==> config.mk <==
export PLATFORM = sky130hd
export DESIGN_NAME = acia_rx_fifo
export DESIGN_NICKNAME = d
export VERILOG_FILES = /design/src/rtl/acia_pkg.sv /design/src/rtl/acia_fifo.sv /design/src/rtl/acia_rx_fifo.sv
export SDC_FILE = /design/constraint.sdc
export NUM_CORES = 1
export LEC_CHECK = 0
export ABC_CLOCK_PERIOD_IN_PS = 2900
export BUFFER_PORTS_ARGS = -buffer_cell sky130_fd_sc_hd__buf_2
export CAP_MARGIN = 10
export CORE_UTILIZATION = 55
export CTS_CLUSTER_DIAMETER = 30
export DETAILED_ROUTE_END_ITERATION = 8
export PLACE_DENSITY = 0.83
export SLEW_MARGIN = 30
export SYNTH_ARGS = -nofsm -noshare
export SYNTH_HDL_FRONTEND = slang
export SYNTH_SLANG_ARGS = --single-unit
==> constraint.sdc <==
create_clock -name clk -period 2.9 [get_ports clk]
set_clock_uncertainty 0.1 [all_clocks]
set_input_delay 0.58 -clock clk [delete_from_list [all_inputs] [get_ports clk]]
set_output_delay 0.58 -clock clk [all_outputs]
set_load 0.01 [all_outputs]
==> src/rtl/acia_pkg.sv <==
// acia_pkg
// Shared definitions for the ACIA serial blocks: receiver FSM states,
// data_bits encodings, the minimum bit-time divisor and the layout of one
// receive FIFO entry.
package acia_pkg;

    typedef enum logic [2:0] {
        IDLE,
        START,
        DATA,
        PARITY,
        STOP,
        BRK_WAIT
    } rx_state_t;

    // data_bits encodings
    localparam logic [1:0] DB5 = 2'd0;
    localparam logic [1:0] DB6 = 2'd1;
    localparam logic [1:0] DB7 = 2'd2;
    localparam logic [1:0] DB8 = 2'd3;

    // Shorter bit times leave no room for a centred start-bit check.
    localparam int MIN_DIV = 4;

    typedef struct packed {
        logic       perr;
        logic [7:0] data;
    } fifo_entry_t;

    // Index of the final data bit for a data_bits encoding.
    function automatic logic [2:0] lastBitIdx(input logic [1:0] db);
        case (db)
            DB5:     return 3'd4;
            DB6:     return 3'd5;
            DB7:     return 3'd6;
            default: return 3'd7;
        endcase
    endfunction

endpackage

==> src/rtl/acia_fifo.sv <==
// acia_fifo
// First-word-fall-through synchronous FIFO shared by the ACIA RX and TX paths.
// Ports:
//   clk, reset  system clock, asynchronous active-high reset
//   i_push      write i_data (accepted when not full, or when a pop frees space)
//   i_data      entry to write
//   i_pop       drop the head entry (ignored while empty)
//   o_data      head entry, valid whenever o_empty is 0
//   o_count     entries held, reaches 2**AW when full
//   o_full      FIFO full
//   o_empty     FIFO empty
module acia_fifo #(
    parameter int AW = 4,
    parameter int W  = 9
) (
    input  logic          clk,
    input  logic          reset,
    input  logic          i_push,
    input  logic [W-1:0]  i_data,
    input  logic          i_pop,
    output logic [W-1:0]  o_data,
    output logic [AW:0]   o_count,
    output logic          o_full,
    output logic          o_empty
);

    localparam int DEPTH = 1 << AW;

    logic [W-1:0]  r_mem [DEPTH];
    logic [AW-1:0] r_wrPtr;
    logic [AW-1:0] r_rdPtr;
    logic [AW:0]   r_count;
    logic          w_doPop;
    logic          w_doPush;

    // The count has one spare bit, so its MSB alone marks the full state.
    assign o_empty  = (r_count == '0);
    assign o_full   = r_count[AW];
    assign o_count  = r_count;
    assign o_data   = r_mem[r_rdPtr];

    // A pop on a full FIFO frees the slot the same-cycle push lands in.
    assign w_doPop  = i_pop && !o_empty;
    assign w_doPush = i_push && (!o_full || w_doPop);

    // Storage carries no reset; only the pointers define what is valid.
    always_ff @(posedge clk) begin
        if (w_doPush) begin
            r_mem[r_wrPtr] <= i_data;
        end
    end

    // Pointers wrap naturally at DEPTH; count moves only on push-xor-pop.
    always_ff @(posedge clk or posedge reset) begin
        if (reset) begin
            r_wrPtr <= '0;
            r_rdPtr <= '0;
            r_count <= '0;
        end else begin
            if (w_doPush) begin
                r_wrPtr <= r_wrPtr + AW'(1);
            end
            if (w_doPop) begin
                r_rdPtr <= r_rdPtr + AW'(1);
            end
            case ({w_doPush, w_doPop})
                2'b10:   r_count <= r_count + (AW+1)'(1);
                2'b01:   r_count <= r_count - (AW+1)'(1);
                default: r_count <= r_count;
            endcase
        end
    end

endmodule

==> src/rtl/acia_rx_fifo.sv <==
// acia_rx_fifo
// Configurable asynchronous serial receiver (5-8 data bits, optional parity,
// 1 or 2 stop bits, runtime divisor) feeding a FWFT receive FIFO.
// Ports:
//   clk, reset      system clock, asynchronous active-high reset
//   pclk            clock enable; the line filter and FSM advance only when high
//   rx_serial       raw serial line, idle high
//   divisor         pclk ticks per bit (values below 4 act as 4)
//   data_bits       0..3 -> 5..8 data bits
//   parity_en/odd   parity present / odd parity
//   two_stop        two stop bits
//   rd_stb, err_clr pop the FIFO head / clear sticky flags (clk domain)
//   rx_dat, rx_perr FIFO head data and parity-error tag
//   rx_avail, rx_full, fifo_cnt  FIFO status
//   frame_err, overrun, break_det  sticky error flags
module acia_rx_fifo import acia_pkg::*; #(
    parameter int DIV_W    = 16,
    parameter int FIFO_AW  = 4,
    parameter int SYNC_LEN = 8
) (
    input  logic               clk,
    input  logic               reset,
    input  logic               pclk,
    input  logic               rx_serial,
    input  logic [DIV_W-1:0]   divisor,
    input  logic [1:0]         data_bits,
    input  logic               parity_en,
    input  logic               parity_odd,
    input  logic               two_stop,
    input  logic               rd_stb,
    input  logic               err_clr,
    output logic [7:0]         rx_dat,
    output logic               rx_perr,
    output logic               rx_avail,
    output logic               rx_full,
    output logic [FIFO_AW:0]   fifo_cnt,
    output logic               frame_err,
    output logic               overrun,
    output logic               break_det
);

    localparam int                HR_W   = $clog2(SYNC_LEN + 1);
    localparam logic [HR_W-1:0]   HR_MAX = HR_W'(SYNC_LEN);

    logic [SYNC_LEN-1:0] r_sync;
    logic                r_filt;
    logic [HR_W-1:0]     r_highRun;
    logic                r_armed;

    rx_state_t           r_state;
    rx_state_t           w_stateNext;
    logic [DIV_W-1:0]    r_rcnt;
    logic [DIV_W-1:0]    r_div;
    logic [1:0]          r_dataBits;
    logic                r_parEn;
    logic                r_parOdd;
    logic                r_twoStop;
    logic [2:0]          r_bitCnt;
    logic [7:0]          r_shift;
    logic                r_parBit;
    logic                r_perr;
    logic                r_stopLow;
    logic                r_stopIdx;

    logic                r_frameErr;
    logic                r_overrun;
    logic                r_breakDet;

    logic [DIV_W-1:0]    w_divEff;
    logic                w_startDet;
    logic                w_tick0;
    logic                w_finalStop;
    logic                w_frameBad;
    logic                w_isBreak;
    logic                w_perrCalc;
    logic                w_push;
    logic                w_setFerr;
    logic                w_setBrk;
    logic                w_setOvr;

    fifo_entry_t         w_pushEntry;
    fifo_entry_t         w_headEntry;
    logic                w_fifoFull;
    logic                w_fifoEmpty;
    logic [FIFO_AW:0]    w_fifoCnt;

    assign w_divEff    = (divisor < DIV_W'(MIN_DIV)) ? DIV_W'(MIN_DIV) : divisor;
    assign w_startDet  = r_armed && !r_filt;
    assign w_tick0     = pclk && (r_rcnt == '0);
    assign w_finalStop = !r_twoStop || r_stopIdx;
    assign w_frameBad  = !r_filt || (r_twoStop && r_stopLow);
    assign w_isBreak   = !r_filt && (!r_twoStop || r_stopLow) &&
                         (r_shift == 8'h00) && (!r_parEn || !r_parBit);
    assign w_perrCalc  = ((^r_shift) ^ r_filt) != r_parOdd;

    // Line filter. r_filt resets to idle, which says nothing about the real
    // line after a mid-frame reset, so start detection also waits for a fresh
    // run of SYNC_LEN high samples (r_armed) before trusting a low level.
    always_ff @(posedge clk or posedge reset) begin
        if (reset) begin
            r_sync    <= '1;
            r_filt    <= 1'b1;
            r_highRun <= '0;
            r_armed   <= 1'b0;
        end else if (pclk) begin
            r_sync <= {r_sync[SYNC_LEN-2:0], rx_serial};
            if (r_sync == '0) begin
                r_filt <= 1'b0;
            end else if (&r_sync) begin
                r_filt <= 1'b1;
            end
            if (!rx_serial) begin
                r_highRun <= '0;
            end else if (r_highRun != HR_MAX) begin
                r_highRun <= r_highRun + HR_W'(1);
            end
            if (r_highRun == HR_MAX) begin
                r_armed <= 1'b1;
            end
        end
    end

    // FSM state register.
    always_ff @(posedge clk or posedge reset) begin
        if (reset) begin
            r_state <= IDLE;
        end else begin
            r_state <= w_stateNext;
        end
    end

    // FSM next-state logic; every transition is on a pclk tick.
    always_comb begin
        w_stateNext = r_state;
        if (pclk) begin
            case (r_state)
                IDLE:     if (w_startDet) w_stateNext = START;
                START:    if (r_rcnt == '0) w_stateNext = r_filt ? IDLE : DATA;
                DATA:     if (r_rcnt == '0 && r_bitCnt == lastBitIdx(r_dataBits))
                              w_stateNext = r_parEn ? PARITY : STOP;
                PARITY:   if (r_rcnt == '0) w_stateNext = STOP;
                STOP:     if (r_rcnt == '0 && w_finalStop)
                              w_stateNext = w_isBreak ? BRK_WAIT : IDLE;
                BRK_WAIT: if (r_filt) w_stateNext = IDLE;
                default:  w_stateNext = IDLE;
            endcase
        end
    end

    // Frame datapath. The format is captured at the start edge so that
    // register writes mid-frame only affect the next frame. Data bits land
    // at their own index, leaving unused upper bits zero.
    always_ff @(posedge clk or posedge reset) begin
        if (reset) begin
            r_rcnt     <= '0;
            r_div      <= DIV_W'(MIN_DIV);
            r_dataBits <= DB8;
            r_parEn    <= 1'b0;
            r_parOdd   <= 1'b0;
            r_twoStop  <= 1'b0;
            r_bitCnt   <= '0;
            r_shift    <= '0;
            r_parBit   <= 1'b0;
            r_perr     <= 1'b0;
            r_stopLow  <= 1'b0;
            r_stopIdx  <= 1'b0;
        end else if (pclk) begin
            if (r_state == IDLE) begin
                if (w_startDet) begin
                    r_rcnt     <= w_divEff >> 1;
                    r_div      <= w_divEff;
                    r_dataBits <= data_bits;
                    r_parEn    <= parity_en;
                    r_parOdd   <= parity_odd;
                    r_twoStop  <= two_stop;
                    r_bitCnt   <= '0;
                    r_shift    <= '0;
                    r_parBit   <= 1'b0;
                    r_perr     <= 1'b0;
                    r_stopLow  <= 1'b0;
                    r_stopIdx  <= 1'b0;
                end
            end else if (r_rcnt != '0) begin
                r_rcnt <= r_rcnt - DIV_W'(1);
            end else begin
                r_rcnt <= r_div - DIV_W'(1);
                case (r_state)
                    DATA: begin
                        r_shift[r_bitCnt] <= r_filt;
                        r_bitCnt          <= r_bitCnt + 3'd1;
                    end
                    PARITY: begin
                        r_parBit <= r_filt;
                        r_perr   <= w_perrCalc;
                    end
                    STOP: begin
                        r_stopLow <= !r_filt;
                        r_stopIdx <= 1'b1;
                    end
                    default: ;
                endcase
            end
        end
    end

    // FSM outputs: frame verdict at the final stop sample.
    always_comb begin
        w_push    = 1'b0;
        w_setFerr = 1'b0;
        w_setBrk  = 1'b0;
        if (w_tick0 && r_state == STOP && w_finalStop) begin
            if (w_isBreak) begin
                w_setBrk = 1'b1;
            end else if (w_frameBad) begin
                w_setFerr = 1'b1;
            end else begin
                w_push = 1'b1;
            end
        end
    end

    // A full FIFO only drops the frame if no read frees a slot this cycle.
    assign w_setOvr = w_push && w_fifoFull && !rd_stb;

    // Sticky flags; a new event beats a coincident clear.
    always_ff @(posedge clk or posedge reset) begin
        if (reset) begin
            r_frameErr <= 1'b0;
            r_overrun  <= 1'b0;
            r_breakDet <= 1'b0;
        end else begin
            if (w_setFerr)    r_frameErr <= 1'b1;
            else if (err_clr) r_frameErr <= 1'b0;
            if (w_setOvr)     r_overrun  <= 1'b1;
            else if (err_clr) r_overrun  <= 1'b0;
            if (w_setBrk)     r_breakDet <= 1'b1;
            else if (err_clr) r_breakDet <= 1'b0;
        end
    end

    assign w_pushEntry.perr = r_perr;
    assign w_pushEntry.data = r_shift;

    acia_fifo #(
        .AW (FIFO_AW),
        .W  ($bits(fifo_entry_t))
    ) u_fifo (
        .clk     (clk),
        .reset   (reset),
        .i_push  (w_push),
        .i_data  (w_pushEntry),
        .i_pop   (rd_stb),
        .o_data  (w_headEntry),
        .o_count (w_fifoCnt),
        .o_full  (w_fifoFull),
        .o_empty (w_fifoEmpty)
    );

    // Head is masked while empty so stale storage never shows on the bus.
    assign rx_avail  = !w_fifoEmpty;
    assign rx_full   = w_fifoFull;
    assign fifo_cnt  = w_fifoCnt;
    assign rx_dat    = rx_avail ? w_headEntry.data : 8'h00;
    assign rx_perr   = rx_avail ? w_headEntry.perr : 1'b0;
    assign frame_err = r_frameErr;
    assign overrun   = r_overrun;
    assign break_det = r_breakDet;

endmodule

; After elaboration in Yosys (flattened, before gate mapping)
; Memories as Yosys holds them, arrays and structs flattened.
; Cells that the tools add are included.
[totals]
n_memories = 1
ramBits = 144
in_bits = 27
register_bits = 85
word_cells = 172
[op_classes]
bitwise_logic = 1
n_lt_le_gt_ge = 3
n_reduce_logical = 53
mux = 62
add_sub_neg = 8
eq_ne = 21
[memory_table]
columns = name, words, word_bits, read_ports, rd_clocked_by_memory_dff, write_ports, line
row1 = u_fifo.r_mem, 16, 9, 1, 0, 1, acia_fifo.sv:29  ; logic [W-1:0] r_mem [DEPTH];
[ops]
columns = op, count
row1 = $mux W16, 4
row2 = $mux W3, 14
row3 = $mux W8, 5
row4 = $sub A16 B1 Y16 const B, 2
row5 = $mux W1, 31
row6 = $pmux W3 S6, 1
row7 = $logic_not A16 Y1, 1
row8 = $logic_not A8 Y1, 2
row9 = $lt A16 B3 Y1 const B, 1
row10 = $reduce_bool A16 Y1, 1
row11 = $reduce_bool A2 Y1, 8
row12 = $logic_and A1 B1 Y1, 15
row13 = $ne A2 B2 Y1 const B, 7
row14 = $add A4 B1 Y4 const B, 3
row15 = $reduce_and A4 Y1, 3
row16 = $pmux W5 S2, 1
row17 = $bwmux W8, 1
row18 = $mux W4, 2
row19 = $reduce_and A2 Y1, 4
row20 = $reduce_and A8 Y1, 1
row21 = $reduce_xor A8 Y1, 1
row22 = $logic_not A1 Y1, 7
row23 = $reduce_and A7 Y1, 1
row24 = $eq A3 B2 Y1 const B, 2
row25 = other kinds (23), 30

; Logic depth before layout (Yosys ltp)
; Gate-level depths: netlist (run 1).
[logic_depth]
word_depth = 10
depth_mapped = 15
mapped_depth_nobuf = 14

; By module
; A second synthesis (run 1) with hierarchy kept.
[unflattened]
hier_cells = 850
area_unflattened_um2 = 10724.0
[modules_own_cells]
columns = module, seq_area_each_um2, cells_each, instances, area_each_um2
row1 = acia_fifo, 4649.5, 364, 1, 6406.1
row2 = acia_rx_fifo, 1816.7, 486, 1, 4317.9

; Least setup slack after synthesis (run 1)
; No wires, ideal clock.
[synth_path]
kind = reg-to-reg
start = register r_shift[4]
end = register u_fifo.r_count[4], in the netlist u_fifo.o_count[4]
arrival_time_ns = 2.922
path_stages_with_launch = 16
path_buffers = 1
synth_period_minus_slack_ns = 3.151
path_slack_ns = -0.251
path_cell_list = dfrtp_1 -> inv_1 -> ha_1 -> and3_1 -> nand4_1 -> and4_1 -> and3_1 -> buf_6 -> inv_4 -> ha_1 -> fa_1 -> a21o_1 -> a21oi_1 -> xor2_1 -> nor2_1 -> xor2_1
[synth_between]
elab_chain_cells = 8
elab_cells_between_ends = 10
[synth_lines]
columns = element, line
row1 = from (decl), acia_rx_fifo.sv:59  ; logic [7:0] r_shift;
row2 = "from (signal, indexed assignment)", acia_rx_fifo.sv:189  ; r_shift[r_bitCnt] <= r_filt;
row3 = $logic_not A8 Y1 *, acia_rx_fifo.sv:93  ; (r_shift == 8'h00) && (!r_parEn || !r_parBit);
row4 = $logic_and A1 B1 Y1 *, acia_rx_fifo.sv:92  ; assign w_isBreak = !r_filt && (!r_twoStop || r_stopLow) &&
row5 = $logic_and A1 B1 Y1 *, acia_rx_fifo.sv:93
row6 = $mux W1 *, acia_rx_fifo.sv:212  ; if (w_isBreak) begin
row7 = $mux W1 *, acia_rx_fifo.sv:211  ; if (w_tick0 && r_state == STOP && w_finalStop) begin
row8 = $logic_and A1 B1 Y1 *, acia_fifo.sv:44  ; assign w_doPush = i_push && (!o_full || w_doPop);
row9 = $eq A2 B1 Y1 / $eq A2 B2 Y1 (equally long branches), acia_fifo.sv:66  ; case ({w_doPush, w_doPop})
row10 = $pmux W5 S2 / $reduce_bool A2 Y1 (equally long branches), -
row11 = to (signal assigned), acia_fifo.sv:67  ; 2'b10: r_count <= r_count + (AW+1)'(1);
row12 = to (signal assigned), acia_fifo.sv:68  ; 2'b01: r_count <= r_count - (AW+1)'(1);
row13 = to (signal assigned), acia_fifo.sv:69  ; default: r_count <= r_count;
row14 = to (decl), acia_fifo.sv:32  ; logic [AW:0] r_count;
; Mark *: on every way between the ends. The rest lies on a longest branch, timed or not.
; A chain may end at the register's enable or synchronous reset.

; Final worst setup path (run 1)
[layout_path]
start = register u_fifo.r_rdPtr[0]
end = output rx_dat[1]
[layout_between]
elab_chain_cells = 2
[layout_lines]
columns = element, line
row1 = from (decl), acia_fifo.sv:31  ; logic [AW-1:0] r_rdPtr;
row2 = from (signal assigned), acia_fifo.sv:64  ; r_rdPtr <= r_rdPtr + AW'(1);
row3 = $mem_v2 Z16 W9, -
row4 = $mux W8, acia_rx_fifo.sv:263  ; assign rx_dat = rx_avail ? w_headEntry.data : 8'h00;
row5 = to (decl), acia_rx_fifo.sv:32  ; output logic [7:0] rx_dat,
; Every way passes these cells.

==> results of run 1 <==
routing by layer:
| metal | vias up | track usage [%] | routed length (um) |
|---|---|---|---|
| met5 | - | 0 | 0 |
| li1 | 3157 | - | - |
| met2 | 321 | 45.4 | 12700 |
| met4 | 0 | 10.1 | 746 |
| met1 | 3543 | 33.5 | 9880 |
| met3 | 69 | 4.34 | 1560 |
worst min path at each step:
| stage | slack [ns] | depth (start not counted) | endpoint | start |
|---|---|---|---|---|
| 2_1_floorplan | 0.32 | 1 | r_armed | r_armed |
| 3_3_place_gp | 0.33 | 1 | r_armed | r_armed |
| 3_5_place_dp | 0.34 | 1 | r_armed | r_armed |
| 4_1_cts | 0.16 | 2 | overrun | err_clr |
| 5_1_grt | 0.18 | 3 | r_parOdd | parity_odd |
| 6_report | 0.17 | 3 | r_dataBits[0] | data_bits[0] |
final cells by class:
cell class | instances | area (um^2)
clock buffers | 49 | 1150
repair buffers | 114 | 872
multi-input cells | 471 | 3760
flip-flops and latches | 229 | 6480
clock inverters | 31 | 315
well taps | 234 | 293
fillers | 1196 | 5660
inverters | 29 | 115
worst min-delay path, cell delays in order:
cell and delay (ns):
buf_2 0.10, nand2_1 0.06, nand2_1 0.05
layout by cell type (no fill, tap or decap), types with 8 or more instances in the layout:
cell type  count
edfxtp_1     144
nand2_1       89
dfrtp_1       65
buf_4         60
clkbuf_16     46
mux4_2        45
buf_2         44
o21ai_0       36
nor2_1        35
inv_1         27
and2_1        19
a21oi_1       18
ha_1          16
nor3_1        14
nand3_1       14
nor2b_1       14
xnor2_1       14
xor2_1        13
dfstp_2       12
mux2_2        11
clkinv_2      11
nand4_1       10
a31oi_1       10
a22oi_1        9
dfrtp_2        8
kinds of logic after synthesis:
kind of cell	Yosys count	share of synthesized area, %
buffers and inverters	68	2.69
DFF	229	62.0
and+or+nand+nor	240	11.8
muxes	58	11.1
AOI/OAI and AO/OA	128	7.96
adders and majority gates	18	2.23
xor gates and xnor gates	27	2.27
registers in the layout, summed over array words and instances, names as in the netlist, 2 cells and up:
signal	flops
u_fifo.r_mem	144
r_rcnt	16
u_fifo.r_rdPtr	4
u_fifo.r_wrPtr	4
u_fifo.o_count	5
r_bitCnt	3
r_sync	8
r_div	16
r_state	3
r_highRun	4
r_shift	8
r_dataBits	2
power groups by stage:
stage / logic [mW] / clock network, mW / registers (mW)
finish: 3.33 / 4.97 / 4.31
global route: 3.59 / 5.17 / 4.36
CTS: 3.22 / 5.01 / 4.29
detailed placement: 2.96 / 0 / 4.34
global placement: 2.87 / 0 / 4.32
floorplan: 2.03 / 0 / 4.24
Yosys cell counts (3+ instances only):
cell type / n
a211oi_1: 3
a21o_1: 6
a21oi_1: 19
a22oi_1: 9
a31oi_1: 10
and2_1: 19
and3_1: 6
buf_1: 8
buf_2: 8
clkbuf_1: 20
dfrtp_1: 73
dfstp_2: 12
edfxtp_1: 144
ha_1: 17
inv_1: 28
mux2_2: 11
mux4_2: 45
nand2_1: 89
nand2b_1: 5
nand3_1: 14
nand4_1: 10
nor2_1: 36
nor2b_1: 15
nor3_1: 16
nor3b_1: 3
nor4_1: 7
o211ai_1: 4
o21ai_0: 36
o21ai_1: 4
o22ai_1: 6
o31ai_1: 7
o41ai_1: 3
or3_1: 4
xnor2_1: 14
xor2_1: 13
repair_timing:
item	4_1_cts	5_1_grt
hold buffers	1	0
gates resized for setup	11	9
hold endpoints to repair	3	0
gates cloned	2	1
pin swaps	4	5
setup endpoints to repair	10	13
setup buffers	2	0
==> results by group, run 1 <==
Route
  • Vias post-DR: 7090
  • TritonRoute pass-1 iters: 5
  • # DRC: 0
  • Iter 0 DRT Violations: 543
  • Via/cell ratio: 6.13
  • Final ANT Viol Nets: 0
  • DR WL/cell: 21.5 um
  • Routed WL: 24900 um

Final layout
  • Final Instance Area: about 13000 um^2
  • Final Instance Count excl. Fillers: 1157
  • Nets: around 930
  • Antenna diodes: 0
  • Fin util: 69.6%
  • Area grow syn2layout: 24.4%
  • Share of layout cells above drive strength 1: a little under a third

CTS
  • Clock slew at reported path FFs: 0.05 ns
  • Worst-Skew Late Latency: 0.53 ns
  • CTS Buffer Depth: 3
  • Total CTS buffers: 43
  • Root Buffer: clkbuf_16
  • H-Tree Depth: 2
  • CTS Sinks: 229
  • TritonCTS clock tree: done

Placed design
  • Port Buffers: 45
  • Dpl cell area: 11300 um^2
  • Dpl hpwl: roughly 15000 um
  • Pre-CTS setup slack: -0.0234 ns
  • Global placer's final weighted congestion: about 0.85
  • Placed cells: 1071

Flow run
  • Max_cap viols: 0

Critical path
  • FF-to-FF End: u_fifo.o_count[4]
  • CP max FO: 7
  • CP arrival: ~2.5 ns
  • CP max stage cell: mux4_2
  • WS Path Type: reg2out
  • CP Launch Point: u_fifo.r_rdPtr[0]
  • CP endpoint: rx_dat[1]
  • WP depth: 6
  • CP Launch Type: flop
  • R2R Setup Slk: approximately 0.020 ns
  • R2R Path Start: r_rcnt[4]
  • CP delay by family, top: multiplexers
  • Crit. End Element: output port
  • Critical path data required time: 2.22 ns
  • Crit-path max cell delay: 0.54 ns
  • R2R cell count: 12
  • Worst Path Buf+Inv: 3
  • Crit-path cells: buf_12 > buf_12 > mux4_2 > mux4_2 > nor2b_1 > buf_2

Floorplan
  • Die area: about 20000 um^2
  • Initial Utilization: 56.0%
  • Die Y: 140 um
  • Die Width: roughly 140 um
  • I/O Pins: between 40 and 50
  • Core area: 18600 um^2
  • Site Rows: 50

Power and ir drop
  • Worst vdd ir: 0.786 mV
  • Combinational share of power: a little over a quarter
  • Power share of the clock group: 39.4%
  • Pint: 8.75 mW
  • Leakage: 4.89 nW
  • Switching Power: 3.86 mW
  • Sequential cell fraction of total power: 34.2%
  • Tot Pwr: 12.6 mW
  • PD cells: 971 nW/um^2
  • Sw Ratio: 30.6%

Outcome
  • Failing checks: setup timing
  • Outcome: finished with violations

Timing
  • Max-Slew Margin vs Limit: ~57%
  • Fin crit share: 111%
  • Final setup viols: 9
  • Fin. Hold Viols: 0
  • Hold_ws: 0.166 ns
  • Fin. max-slew vios: 0
  • Final WS setup: -0.319 ns
  • Fmax achieved: 311 MHz
  • Least-Margin Pin Slew: 0.649 ns
  • RSZ-0062 raised after global routing: yes
  • Setup TNS: -2.65 ns
  • Crit path time final: 3.22 ns

Global route
  • First-pass GRT wire length: 39200 um
  • Vias in the first global route: 7186
  • GRT overflow: 0
  • Gr usage total: 26.3%
  • Initial antenna violation count: 0
  • Largest net degree at the start of global routing: 50

Hold path
  • Hold/Removal Path Class: in2reg

Synthesis
  • Synthesized cell area: 10400 um^2
  • Post-synthesis cell count: roughly 770
  • Synth Flop Type: edfxtp_1
  • Post-synth EDFFs: 144
  • Seq/Total Area, Yosys: 62.0%
  • Syn_nets: 813
  • #FFs+latches synth: around 230
  • Unique masters post-synth: 69
  • Syn avg cell area: approximately 14 um^2
  • Yosys synthesis warning count: 0
  • Ranking of synthesized cells by area: edfxtp_1 (41%), dfrtp_1 (18%), mux4_2 (9.7%)
  • Top-area cell type share of the netlist area: 41.4%
  • Ys async rst share: 37.1%
  • Yosys top cell by area: edfxtp_1
Power figures use the tool's default switching activity.
==> run 2: changes to the inputs <==
--- a/config.mk
+++ b/config.mk
@@ -5,7 +5,7 @@
 export SDC_FILE = /design/constraint.sdc
 export NUM_CORES = 1
 export LEC_CHECK = 0
-export ABC_CLOCK_PERIOD_IN_PS = 2900
+export ABC_CLOCK_PERIOD_IN_PS = 2800
 export BUFFER_PORTS_ARGS = -buffer_cell sky130_fd_sc_hd__buf_2
 export CAP_MARGIN = 10
 export CORE_UTILIZATION = 55
==> constraint.sdc (replaced) <==
create_clock -name clk -period 2.8 [get_ports clk]
set_clock_uncertainty 0.1 [all_clocks]
set_input_delay 0.56 -clock clk [delete_from_list [all_inputs] [get_ports clk]]
set_output_delay 0.56 -clock clk [all_outputs]
set_load 0.01 [all_outputs]
==> results by group, run 2 (synthesis results as in run 1) <==
Critical path
  • CP endpoint: rx_dat[3]
  • R2R Setup Slk: -0.05 ns
  • CP arrival: between 2 and 3 ns
  • CP max FO: 6
  • CP Launch Type: flop
  • R2R cell count: 12
  • R2R Path Start: r_rcnt[11]
  • Critical path data required time: 2.14 ns
  • CP Launch Point: u_fifo.r_rdPtr[0]
  • WS Path Type: reg2out
  • FF-to-FF End: u_fifo.o_count[4]
  • Crit. End Element: output port

Timing
  • Max-Slew Margin vs Limit: ~52%
  • Final WS setup: -0.368 ns
  • Fin. Hold Viols: 0
  • Crit path time final: ~3.2 ns
  • RSZ-0062 raised after global routing: yes
  • Fmax achieved: 316 MHz
  • Final setup viols: 10
  • Least-Margin Pin Slew: roughly 0.7 ns
  • Fin crit share: 113%
  • Fin. max-slew vios: 0

Final layout
  • Commonest non-fill, non-tap cells in the layout: edfxtp_1 (144), nand2_1 (89), buf_4 (76)
  • Share of layout cells above drive strength 1: between 30% and 40%
  • Largest register FFs: 144
  • Final Instance Count excl. Fillers: 1167
  • Area grow syn2layout: 25.2%
  • Commonest non-fill, non-tap cell in the layout: edfxtp_1
  • Largest registers: u_fifo.r_mem (144), r_div (16), r_rcnt (16)
  • Final Instance Area: 13100 um^2
  • Layout fillers: about 1200
  • Nets: 947
  • Reg with most FFs: u_fifo.r_mem
  • Antenna diodes: 0

Route
  • Final ANT Viol Nets: 0
  • Via/cell ratio: 6.07
  • Routed WL: 24600 um
  • TritonRoute pass-1 iters: 6
  • DR WL/cell: 21.1 um
  • # DRC: 0
  • Iter 0 DRT Violations: 587
  • Vias post-DR: 7086

CTS
  • Root Buffer: clkbuf_16
  • H-Tree Depth: 2
  • Worst-Skew Late Latency: 0.52 ns
  • Total CTS buffers: 41
  • Hold_buf cts: 0
  • TritonCTS clock tree: done
  • CTS Sinks: 229
  • CTS Buffer Depth: 3
  • Clock slew at reported path FFs: ~0.050 ns

Power and ir drop
  • Combinational share of power: ~27%
  • Pint: 9.16 mW
  • Switching Power: 3.96 mW
  • Power share of the clock group: 39.6%
  • Sw Ratio: 30.2%
  • Sequential cell fraction of total power: between 30% and 40%
  • Leakage: 4.93 nW
  • PD cells: 1000 nW/um^2
  • Worst vdd ir: between 0.7 and 0.8 mV
  • Tot Pwr: 13.1 mW

Global route
  • First-pass GRT wire length: around 39000 um
  • Largest net degree at the start of global routing: 40
  • Initial antenna violation count: 0
  • Vias in the first global route: 7183
  • GRT overflow: 0
  • Gr usage total: 26.1%

Hold path
  • Hold/Removal Path Class: in2async

Placed design
  • Port Buffers: 45
  • Global placer's final weighted congestion: 0.907
  • Dpl cell area: 11500 um^2
  • Pre-CTS setup slack: -0.112 ns
  • Dpl hpwl: about 15000 um
  • Placed cells: 1089

Floorplan
  • Core area: 18600 um^2
  • Initial Utilization: 56.0%
  • Die Y: 140 um
  • Die Width: 140 um
  • Site Rows: 50
  • Die area: 19500 um^2
  • I/O Pins: 46

Flow run
  • Max_cap viols: 0

Outcome
  • Outcome: finished with violations
  • Failing checks: setup timing
## run 2: how the worst min path moves through the flow
stage,startpoint,to,cells after the start
floorplan,r_armed,r_armed,1
global placement,r_armed,r_armed,1
detailed placement,r_armed,r_armed,1
CTS,reset,r_parOdd,2
global route,reset,r_parOdd,2
finish,reset,r_parOdd,2
## run 2: area by class of cell
cell class / count / area, um^2 / area share [%]
flip-flops and latches: 229 / 6470 / 49.5
multi-input cells: 471 / 3760 / 28.8
clock buffers: 44 / 1050 / 8.01
repair buffers: 130 / 982 / 7.52
clock inverters: 30 / 398 / 3.04
well taps: 234 / 293 / 2.24
inverters: 29 / 115 / 0.881
## run 2: worst max-delay path, cell delays in order (launching register included)
cell and delay, ns:
dfrtp_2 0.37, buf_12 0.16, buf_12 0.14, mux4_2 0.53, mux4_2 0.50, nor2b_1 0.15, buf_2 0.14
## run 2: metrics by stage
stage | setup TNS [ns] | util [%] | hold WS (ns)
after global routing | -3.98 | 70.1 | 0.0984
final | -3.27 | 70.1 | 0.0615
after CTS | -3.37 | 70.0 | 0.0680
after floorplan | -0.208 | - | 0.320
after detailed placement | -0.112 | 61.4 | 0.352
after global placement | -0.0432 | 61.4 | 0.332
## run 2: power by group through the flow
stage / clock, mW / sequential, mW / combinational, mW
after floorplan: 0 / 4.39 / 2.10
after global placement: 0 / 4.42 / 3.11
after detailed placement: 0 / 4.44 / 3.20
after CTS: 5.24 / 4.38 / 3.50
after global routing: 5.40 / 4.43 / 3.85
final: 5.19 / 4.39 / 3.54
## run 2: layer usage
layer / up-vias / wire [um] / GRT usage [%]
met5: - / 0 / 0
met4: 0 / 769 / 10.3
met3: 78 / 1450 / 5.47
met2: 285 / 12800 / 45.8
met1: 3543 / 9610 / 31.7
li1: 3180 / - / -
## run 2: what timing repair did
item | in CTS | in global routing
pin swaps | 5 | 6
setup buffers | 3 | 0
gates resized for setup | 16 | 6
gates cloned | 2 | 0
endpoints found under the setup margin | 12 | 20
==> run 3: changes to the inputs <==
--- a/config.mk
+++ b/config.mk
@@ -5,13 +5,15 @@
 export SDC_FILE = /design/constraint.sdc
 export NUM_CORES = 1
 export LEC_CHECK = 0
-export ABC_CLOCK_PERIOD_IN_PS = 2800
+export ABC_CLOCK_PERIOD_IN_PS = 3600
 export BUFFER_PORTS_ARGS = -buffer_cell sky130_fd_sc_hd__buf_2
 export CAP_MARGIN = 10
+export CORE_ASPECT_RATIO = 1.1
 export CORE_UTILIZATION = 55
 export CTS_CLUSTER_DIAMETER = 30
 export DETAILED_ROUTE_END_ITERATION = 8
-export PLACE_DENSITY = 0.83
+export MAX_ROUTING_LAYER = met4
+export PLACE_DENSITY = 0.8
 export SLEW_MARGIN = 30
 export SYNTH_ARGS = -nofsm -noshare
 export SYNTH_HDL_FRONTEND = slang
==> constraint.sdc (replaced) <==
create_clock -name clk -period 3.6 [get_ports clk]
set_clock_uncertainty 0.1 [all_clocks]
set_input_delay 0.72 -clock clk [delete_from_list [all_inputs] [get_ports clk]]
set_output_delay 0.72 -clock clk [all_outputs]
set_load 0.01 [all_outputs]
==> results by group, run 3 (synthesis results as in run 1) <==
Outcome
  • Outcome: finished, final reports clean

Global route
  • GRT overflow: 0
  • Vias in the first global route: slightly below 7000
  • Gr usage total: 26.5%
  • Largest net degree at the start of global routing: between 40 and 50
  • Initial antenna violation count: 0
  • First-pass GRT wire length: 37900 um

CTS
  • Post-CTS setup buffer count: 0
  • Resize count post-CTS: 1
  • Clock slew at reported path FFs: 0.05 ns
  • CTS Sinks: 229
  • Total CTS buffers: 41
  • Worst-Skew Late Latency: 0.51 ns
  • Hold_buf cts: 0
  • TritonCTS clock tree: done
  • Root Buffer: clkbuf_16
  • CTS Buffer Depth: 3
  • H-Tree Depth: 2

Route
  • DR WL/cell: 21.5 um
  • TritonRoute pass-1 iters: 5
  • # DRC: 0
  • Routed WL: roughly 24000 um
  • Final ANT Viol Nets: 0
  • Vias post-DR: 6770
  • Iter 0 DRT Violations: 521
  • Via/cell ratio: 6.04

Timing
  • Final setup viols: 0
  • Least-Margin Pin Slew: 0.776 ns
  • Fin crit share: 97.3%
  • Fin. Hold Viols: 0
  • Fin. max-slew vios: 0
  • Max-Slew Margin vs Limit: 48.2%
  • Crit path time final: 3.50 ns
  • RSZ-0062 raised after global routing: no
  • Fmax achieved: 285 MHz
  • Setup TNS: 0 ns
  • Final WS setup: 0.0973 ns

Final layout
  • Final Instance Count excl. Fillers: 1121
  • Commonest non-fill, non-tap cells in the layout: edfxtp_1 (144), nand2_1 (89), dfrtp_1 (72)
  • Commonest non-fill, non-tap cell in the layout: edfxtp_1
  • Nets: 890
  • Largest registers: u_fifo.r_mem (144), r_div (16), r_rcnt (16)
  • Reg with most FFs: u_fifo.r_mem
  • Antenna diodes: 0
  • Share of layout cells above drive strength 1: 26.2%
  • Largest register FFs: about 140
  • Area grow syn2layout: 20.1%

Critical path
  • FF-to-FF End: u_fifo.o_count[4]
  • Crit. End Element: output port
  • R2R Path Start: r_rcnt[5]
  • CP arrival: 2.68 ns
  • CP endpoint: rx_dat[2]
  • CP max FO: 15
  • Critical path data required time: 2.78 ns
  • CP Launch Type: flop
  • WS Path Type: reg2out
  • R2R Setup Slk: 0.39 ns
  • CP Launch Point: u_fifo.r_rdPtr[0]
  • R2R cell count: 12

Power and ir drop
  • PD cells: ~770 nW/um^2
  • Leakage: 4.67 nW
  • Worst vdd ir: 0.570 mV

Placed design
  • Placed cells: 1045
  • Pre-CTS setup slack: 0.379 ns
  • Dpl hpwl: ~15000 um
  • Port Buffers: 45
  • Global placer's final weighted congestion: between 0.9 and 1

Floorplan
  • Site Rows: 52
  • Initial Utilization: a little under three fifths
  • Core area: roughly 18000 um^2
  • Die Width: roughly 130 um
  • I/O Pins: 46
  • Die Y: between 100 and 150 um
  • Die area: 19500 um^2

Flow run
  • Max_cap viols: 0

Hold path
  • Hold/Removal Path Class: in2async
-- run 3: changes by cell type in the layout (fill, tap and decap cells not counted), sizes merged --
cell and delta:
clkinvlp -6, bufinv -2, clkinv +8, buf -57
inv -1, clkbuf +3
-- run 3: layout make-up --
cell class                      count  area [um^2]
Clock buffer                       47         1120
Clock inverter                     29          343
Fill cell                        1251         5950
Inverter                           29          113
Multi-Input combinational cell    471         3700
Sequential cell                   229         6470
Tap cell                          243          304
Timing Repair Buffer               73          485
-- run 3: per-stage QoR --
stage	utilization [%]	hold WS [ns]	instance area (um^2)	total power [mW]
floorplan	-	0.320	10400	5.04
global placement	59.9	0.333	11100	5.59
detailed placement	59.9	0.355	11100	5.66
CTS	67.8	0.243	12500	9.73
global route	67.8	0.286	12500	10.1
finish	67.8	0.239	12500	9.68
-- run 3: worst max-delay path: stages (launching register included) --
cell	delay, ns
dfrtp_4	0.59
buf_12	0.21
mux4_2	0.57
mux4_2	0.51
nor2b_1	0.15
buf_2	0.13
-- run 3: how the worst min path moves through the flow --
stage / startpoint / endpoint / slack, ns / cells after the start
3_3_place_gp: r_armed / r_armed / 0.33 / 1
2_1_floorplan: r_armed / r_armed / 0.32 / 1
3_5_place_dp: r_armed / r_armed / 0.36 / 1
6_report: reset / u_fifo.r_rdPtr[2] / 0.24 / 2
5_1_grt: reset / r_shift[4] / 0.29 / 2
4_1_cts: reset / u_fifo.r_rdPtr[2] / 0.24 / 2
-- run 3: per-layer routing --
layer	GRT usage (%)	part of all wire, %	wire length, um
met5	-	0	0
met4	9.03	2.4	578
met3	4.51	6.3	1530
met2	43.7	51	12300
met1	33.3	40	9690
-- run 3: power breakdown --
part / leakage (nW) / internal [mW] / switching, mW
combinational: 1.64 / 0.954 / 1.12
sequential: 2.30 / 3.11 / 0.471
clock: 0.726 / 2.69 / 1.35
total: 4.67 / 6.75 / 2.94
